--- src/rtl/kf_pkg.sv ---
`default_nettype none
// ============================================================================
// Module  : kf_pkg
// Purpose : Shared definitions for the Kalman-filter measurement front end.
//           Holds the default element width, vector length and FIFO depth,
//           and the state encoding of the measurement-assembly FSM.
// Revision: 1.0  initial release
// ============================================================================
package kf_pkg;

   localparam int c_kf_data_w     = 64;  // bits per measurement element
   localparam int c_kf_meas_n     = 6;   // elements per measurement vector z
   localparam int c_kf_fifo_depth = 8;   // element FIFO depth (power of 2)

   // Measurement-assembly FSM states
   typedef enum logic [1:0] {
      S_FILL  = 2'd0,   // popping elements into the assembly register
      S_READY = 2'd1,   // full vector assembled, waiting for mdi_req
      S_DONE  = 2'd2    // final vector of the sequence delivered
   } meas_state_t;

endpackage : kf_pkg
`default_nettype wire

--- src/rtl/kf_sync_fifo.sv ---
`default_nettype none
// ============================================================================
// Module  : kf_sync_fifo
// Purpose : Single-clock FIFO with occupancy count. Read data is the head
//           entry presented combinationally from the storage array, so an
//           entry written on one edge is poppable on the following edge.
//           Simultaneous push and pop is legal at any level.
// Ports   : clk, rst_n   - clock, asynchronous active-low reset
//           wr_en/wr_data - push request and data (ignored while full)
//           rd_en/rd_data - pop request and head data (ignored while empty)
//           full, empty   - occupancy flags
//           level         - current number of stored entries
// Revision: 1.0  initial release
// ============================================================================
module kf_sync_fifo #(
   parameter int WIDTH = 65,
   parameter int DEPTH = 8
) (
   input  logic                     clk,
   input  logic                     rst_n,
   input  logic                     wr_en,
   input  logic [WIDTH-1:0]         wr_data,
   input  logic                     rd_en,
   output logic [WIDTH-1:0]         rd_data,
   output logic                     full,
   output logic                     empty,
   output logic [$clog2(DEPTH):0]   level
);

   localparam int                 c_ptr_w    = $clog2(DEPTH);
   localparam logic [c_ptr_w:0]   c_full_lvl = (c_ptr_w + 1)'(DEPTH);

   logic [WIDTH-1:0]   r_mem [DEPTH];
   logic [c_ptr_w-1:0] r_wr_ptr;
   logic [c_ptr_w-1:0] r_rd_ptr;
   logic [c_ptr_w:0]   r_level;
   logic               w_push;
   logic               w_pop;

   assign full    = (r_level == c_full_lvl);
   assign empty   = (r_level == '0);
   assign level   = r_level;
   assign rd_data = r_mem[r_rd_ptr];

   assign w_push  = wr_en && !full;
   assign w_pop   = rd_en && !empty;

   // Pointers wrap naturally because DEPTH is a power of two.
   always_ff @(posedge clk or negedge rst_n) begin
      if (!rst_n) begin
         r_wr_ptr <= '0;
         r_rd_ptr <= '0;
         r_level  <= '0;
      end else begin
         if (w_push) r_wr_ptr <= r_wr_ptr + 1'b1;
         if (w_pop)  r_rd_ptr <= r_rd_ptr + 1'b1;
         case ({w_push, w_pop})
            2'b10:   r_level <= r_level + 1'b1;
            2'b01:   r_level <= r_level - 1'b1;
            default: r_level <= r_level;
         endcase
      end
   end

   // Storage needs no reset: entries are only read while the count says
   // they are valid.
   always_ff @(posedge clk) begin
      if (w_push) r_mem[r_wr_ptr] <= wr_data;
   end

endmodule : kf_sync_fifo
`default_nettype wire

--- src/rtl/kf_meas_input.sv ---
`default_nettype none
// ============================================================================
// Module  : kf_meas_input
// Purpose : Measurement input stage of the Kalman-filter datapath. Buffers
//           streamed elements in a FIFO, assembles them into MEAS_N-element
//           vectors and hands each vector to the controller when it asks
//           (mdi_req). Tracks the end of a measurement sequence and flags
//           framing errors (end marker on a non-final element).
// Ports   : clk, rst_n          - clock, asynchronous active-low reset
//           start               - sequence start; its rising edge re-arms
//           meas_data/valid/end - element stream in, meas_ready handshake
//           mdi_req             - controller waiting for a vector
//           z_vec               - delivered vector, element k at k*DATA_W
//           MDI_Valid           - one-cycle pulse when z_vec is updated
//           End_valid           - final vector of the sequence delivered
//           err_frame           - sticky framing-error flag
//           fifo_level          - element FIFO occupancy
// Revision: 1.0  initial release
// ============================================================================
module kf_meas_input
   import kf_pkg::*;
#(
   parameter int DATA_W     = c_kf_data_w,
   parameter int MEAS_N     = c_kf_meas_n,
   parameter int FIFO_DEPTH = c_kf_fifo_depth
) (
   input  logic                          clk,
   input  logic                          rst_n,
   input  logic                          start,
   input  logic [DATA_W-1:0]             meas_data,
   input  logic                          meas_valid,
   input  logic                          meas_end,
   output logic                          meas_ready,
   input  logic                          mdi_req,
   output logic [MEAS_N*DATA_W-1:0]      z_vec,
   output logic                          MDI_Valid,
   output logic                          End_valid,
   output logic                          err_frame,
   output logic [$clog2(FIFO_DEPTH):0]   fifo_level
);

   localparam int                 c_idx_w    = (MEAS_N > 1) ? $clog2(MEAS_N) : 1;
   localparam logic [c_idx_w-1:0] c_last_idx = c_idx_w'(MEAS_N - 1);

   meas_state_t               r_state;
   meas_state_t               w_next_state;
   logic [c_idx_w-1:0]        r_idx;
   logic [DATA_W-1:0]         r_asm [MEAS_N];
   logic [MEAS_N*DATA_W-1:0]  w_asm_flat;
   logic                      r_end_pend;
   logic                      r_start_d;
   logic                      w_start_rise;
   logic [DATA_W:0]           w_fifo_dout;
   logic                      w_fifo_full;
   logic                      w_fifo_empty;
   logic                      w_pop;
   logic                      w_deliver;
   logic                      w_pop_last;
   logic                      w_pop_end;

   // ------------------------------------------------------------------
   // Element FIFO: each entry carries {meas_end, meas_data}
   // ------------------------------------------------------------------
   kf_sync_fifo #(
      .WIDTH (DATA_W + 1),
      .DEPTH (FIFO_DEPTH)
   ) u_fifo (
      .clk     (clk),
      .rst_n   (rst_n),
      .wr_en   (meas_valid),
      .wr_data ({meas_end, meas_data}),
      .rd_en   (w_pop),
      .rd_data (w_fifo_dout),
      .full    (w_fifo_full),
      .empty   (w_fifo_empty),
      .level   (fifo_level)
   );

   assign meas_ready   = !w_fifo_full;
   assign w_start_rise = start && !r_start_d;
   assign w_pop_last   = (r_idx == c_last_idx);
   assign w_pop_end    = w_fifo_dout[DATA_W];

   for (genvar k = 0; k < MEAS_N; k++) begin : g_flat
      assign w_asm_flat[k*DATA_W +: DATA_W] = r_asm[k];
   end

   // ------------------------------------------------------------------
   // FSM: state register
   // ------------------------------------------------------------------
   always_ff @(posedge clk or negedge rst_n) begin
      if (!rst_n) r_state <= S_FILL;
      else        r_state <= w_next_state;
   end

   // ------------------------------------------------------------------
   // FSM: next state, pop and delivery strobes
   // ------------------------------------------------------------------
   always_comb begin
      w_next_state = r_state;
      w_pop        = 1'b0;
      w_deliver    = 1'b0;
      case (r_state)
         S_FILL: begin
            if (!w_fifo_empty) begin
               w_pop = 1'b1;
               if (w_pop_last) w_next_state = S_READY;
            end
         end
         S_READY: begin
            if (mdi_req) begin
               w_deliver    = 1'b1;
               w_next_state = r_end_pend ? S_DONE : S_FILL;
            end
         end
         S_DONE: begin
            if (w_start_rise) w_next_state = S_FILL;
         end
         default: w_next_state = S_FILL;
      endcase
   end

   // ------------------------------------------------------------------
   // Datapath: assembly register, delivery and status flags
   // ------------------------------------------------------------------
   always_ff @(posedge clk or negedge rst_n) begin
      if (!rst_n) begin
         r_idx      <= '0;
         r_end_pend <= 1'b0;
         r_start_d  <= 1'b0;
         z_vec      <= '0;
         MDI_Valid  <= 1'b0;
         End_valid  <= 1'b0;
         err_frame  <= 1'b0;
         for (int k = 0; k < MEAS_N; k++) r_asm[k] <= '0;
      end else begin
         r_start_d <= start;
         MDI_Valid <= w_deliver;

         if (w_pop) begin
            r_asm[r_idx] <= w_fifo_dout[DATA_W-1:0];
            if (w_pop_last) begin
               r_idx      <= '0;
               r_end_pend <= w_pop_end;
            end else begin
               r_idx <= r_idx + 1'b1;
            end
         end

         // A new sequence start re-arms the end indication. Outside the
         // done state the partially assembled vector is deliberately kept.
         if (w_start_rise) begin
            End_valid <= 1'b0;
            if (r_state == S_DONE) r_end_pend <= 1'b0;
            else                   err_frame  <= 1'b0;
         end

         // Misplaced end marker: flag it, keep the element, drop the marker.
         // Placed after the start clear so a coincident error is not lost.
         if (w_pop && !w_pop_last && w_pop_end) err_frame <= 1'b1;

         if (w_deliver) begin
            z_vec <= w_asm_flat;
            if (r_end_pend) End_valid <= 1'b1;
         end
      end
   end

endmodule : kf_meas_input
`default_nettype wire

--- config.mk ---
export PLATFORM = sky130hd
export DESIGN_NAME = kf_meas_input
export DESIGN_NICKNAME = d
export VERILOG_FILES = /design/src/rtl/kf_pkg.sv /design/src/rtl/kf_sync_fifo.sv /design/src/rtl/kf_meas_input.sv
export SDC_FILE = /design/constraint.sdc
export NUM_CORES = 2
export LEC_CHECK = 0
export ABC_AREA = 1
export ABC_CLOCK_PERIOD_IN_PS = 8570
export CELL_PAD_IN_SITES_DETAIL_PLACEMENT = 0
export CELL_PAD_IN_SITES_GLOBAL_PLACEMENT = 1
export CORE_MARGIN = 2
export CORE_UTILIZATION = 53
export DETAILED_ROUTE_END_ITERATION = 8
export DONT_BUFFER_PORTS = 1
export PLACE_DENSITY_LB_ADDON = 0.1
export SLEW_MARGIN = 10
export SYNTH_ARGS = -nofsm -noshare
export SYNTH_HDL_FRONTEND = slang
export SYNTH_SLANG_ARGS = --single-unit
--- constraint.sdc ---
create_clock -name clk -period 8.57 [get_ports clk]
set_clock_uncertainty 0.1 [all_clocks]
set_input_delay 0.857 -clock clk [delete_from_list [all_inputs] [get_ports clk]]
set_output_delay 0.857 -clock clk [all_outputs]
set_load 0.05 [all_outputs]
==> impl_metrics.toml <==
[run_status]
status = "completed"

[sta]
rsz0062_at_grt = "false"
tightest_slew_ps = 1209
tns_ps = 0
slew_headroom = 0.1937
max_freq_ghz = 0.2420
finalHoldViolations = 0
fin_crit_sh = 0.4822
slew_viol_final = 0
setup_violations = 0
hold_slack_ps = 9.018
min_period_ps = 4133

[final_layout]
fin_util = 0.5942
stdcell_area_sq_um = 55630
multi_input_area_sq_um = 13620
mostFrequentLayoutCells = "1962 x nand2_1, 785 x dfrtp_1, 526 x nor2_1"
syn_to_final_growth_pct = 10.83
fillerInstances = 8021
drive_gt1_frac = 0.05563
seqCellArea_sq_um = 35350
fin_nets = 4915
final_common_cell = "nand2_1"

[cts]
cts_sinks = 1308
numCtsBuffers = 138
clk_latency_ps = 730
cts_resized = 0
cts_setup_buffers = 0
cts_buffer_depth = 3
cts-root-buf = "clkbuf_16"
clk_pin_slew_ps = 60
htree_levels = 4
cts_tree = "yes"

[grt]
antenna_found_initial = 0
grt_pass1_wl_um = 203400
grt_max_degree = 789
grt_use_total = 0.2722
grt_pass1_vias = 33390
gr-total-overflow = 0

[logic_synthesis]
ys_warn_count = 0
netlist_area_sq_um = 50190
ys_types = 24
synth_seq_cells = 1308
syn-instance-count = 4915
synth_nets = 4990
ys_seq_area_frac = 0.7040
avgSynthCellArea_sq_um = 10.21

[detailed_routing]
antenna_left = 0
wl_um = 131600
drt_first_pass_iters = 6
routed_via_density = 5.441
via_count = 33730
drtIter0Drc = 2731
drc = 0
wire_per_inst_um = 21.22

[worst_setup_path]
arrival_ps = 4390
start_kind = "register"
criticalPathCategory = "register to register"
critPathMaxFanout = 39
critical_path_required_ps = 8830
endpoint_kind = "register"

[floorplanning]
chipHeight_um = 311.7
die_w_um = 311.7
die_area_sq_um = 97180
ios = 462
core_sq_um = 93610
row_count = 112
initial_utilization = 0.5362

[placement]
hpwl_um = 75490
gp_congestion = 0.7457
place_area_sq_um = 51050
numPortBuffers = 0

[pwr]
peakVddDrop_mv = 0.3878
p_per_area_nw_per_um2 = 454.5
p_leak_nw = 25.50

[min_path]
hold_class = "input port to asynchronous set/reset pin"

[job]
max_cap_violations = 0
worst paths after layout:
check | endpoint | slack, ps | from | depth (start not counted)
setup / recovery | u_fifo.r_mem[7][26] | 4440 | u_fifo.level[0] | 7
hold / removal | r_asm[324] | 9 | rst_n | 1
setup reg to reg | u_fifo.r_mem[7][26] | 4440 | u_fifo.level[0] | 7
hold reg to reg | z_vec[362] | 370 | r_asm[42] | 2
max in group asynchronous | r_asm[176] | 6760 | rst_n | 2
min in group clk | r_start_d | 50 | start | 0
cell usage after synthesis (all sizes together):
master  instances  area, sq um
inv            36        137.6
xnor2           1        8.760
dfrtp         788        19720
nand3         522         2613
nor3            6        60.06
a21oi           1        5.000
buf           169        842.1
edfxtp        520        15610
clkbuf         96        360.4
ha              5        62.56
o21ai         265         1326
nor2          535         2011
xor2            4        35.03
or2             1        6.260
nand4           2        12.51
nand2        1963         7371
o31ai           1        7.510
metal layers:
| layer | GRT usage | wire length [um] | up-vias |
|---|---|---|---|
| met3 | 0.07194 | 10510 | 164 |
| met2 | 0.4288 | 61670 | 1048 |
| met1 | 0.3757 | 56620 | 16630 |
| met4 | 0.07583 | 2771 | 0 |
| li1 | - | - | 15890 |
| met5 | 0 | 0 | - |
layout make-up:
class | count | share of cell area
diodes | 2 | 0.00008997
clock inverters | 42 | 0.006568
multi-input cells | 3306 | 0.2449
well taps | 1254 | 0.02821
clock buffers | 201 | 0.07297
flip-flops and latches | 1308 | 0.6354
repair buffers | 50 | 0.009042
inverters | 36 | 0.002857
critical path, stage by stage (launching register included):
cell and delay [ps]:
dfrtp_1 730, nor2_1 120, nand3_1 450, nand2_1 320, inv_1 190, nand2_1 240
nor2_4 860, buf_4 700
registers in the layout, summed over array words and instances, names as in the netlist:
signal,flops
u_fifo.level,4
z_vec,384
End_valid,1
err_frame,1
r_state,2
u_fifo.r_rd_ptr,3
u_fifo.r_wr_ptr,3
r_start_d,1
r_asm,384
r_end_pend,1
MDI_Valid,1
r_idx,3
u_fifo.r_mem,520
power breakdown:
part / leakage (nW) / total [mW] / switching, mW / internal [mW]
combinational: 8.60 / 6.60 / 4.83 / 1.77
clock: 2.18 / 5.84 / 2.36 / 3.47
sequential: 14.7 / 12.8 / 4.23 / 8.61
total: 25.5 / 25.3 / 11.4 / 13.9
logic make-up (layout without fill, tap and decap cells):
| family | after synthesis | in the layout | share of synthesized area |
|---|---|---|---|
| XOR/XNOR | 5 | 5 | 0.0008725 |
| AO/OA/AOI/OAI | 267 | 267 | 0.02667 |
| adder cells (fa/ha/maj) | 5 | 5 | 0.001246 |
| buffers and inverters | 301 | 329 | 0.02670 |
| other | 0 | 2 | 0 |
| flip-flops | 1308 | 1308 | 0.7040 |
| AND/OR/NAND/NOR | 3029 | 3029 | 0.2405 |
per-stage QoR:
stage | std cells | power, mW | setup slack (ps)
6_report | 6199 | 25.28 | 4438
3_3_place_gp | 5948 | 19.37 | 4441
5_1_grt | 6197 | 26.82 | 4175
3_5_place_dp | 5948 | 19.51 | 4373
2_1_floorplan | 4915 | 17.16 | 3474
4_1_cts | 6191 | 25.38 | 4368
(Power assumes the default switching activity.)
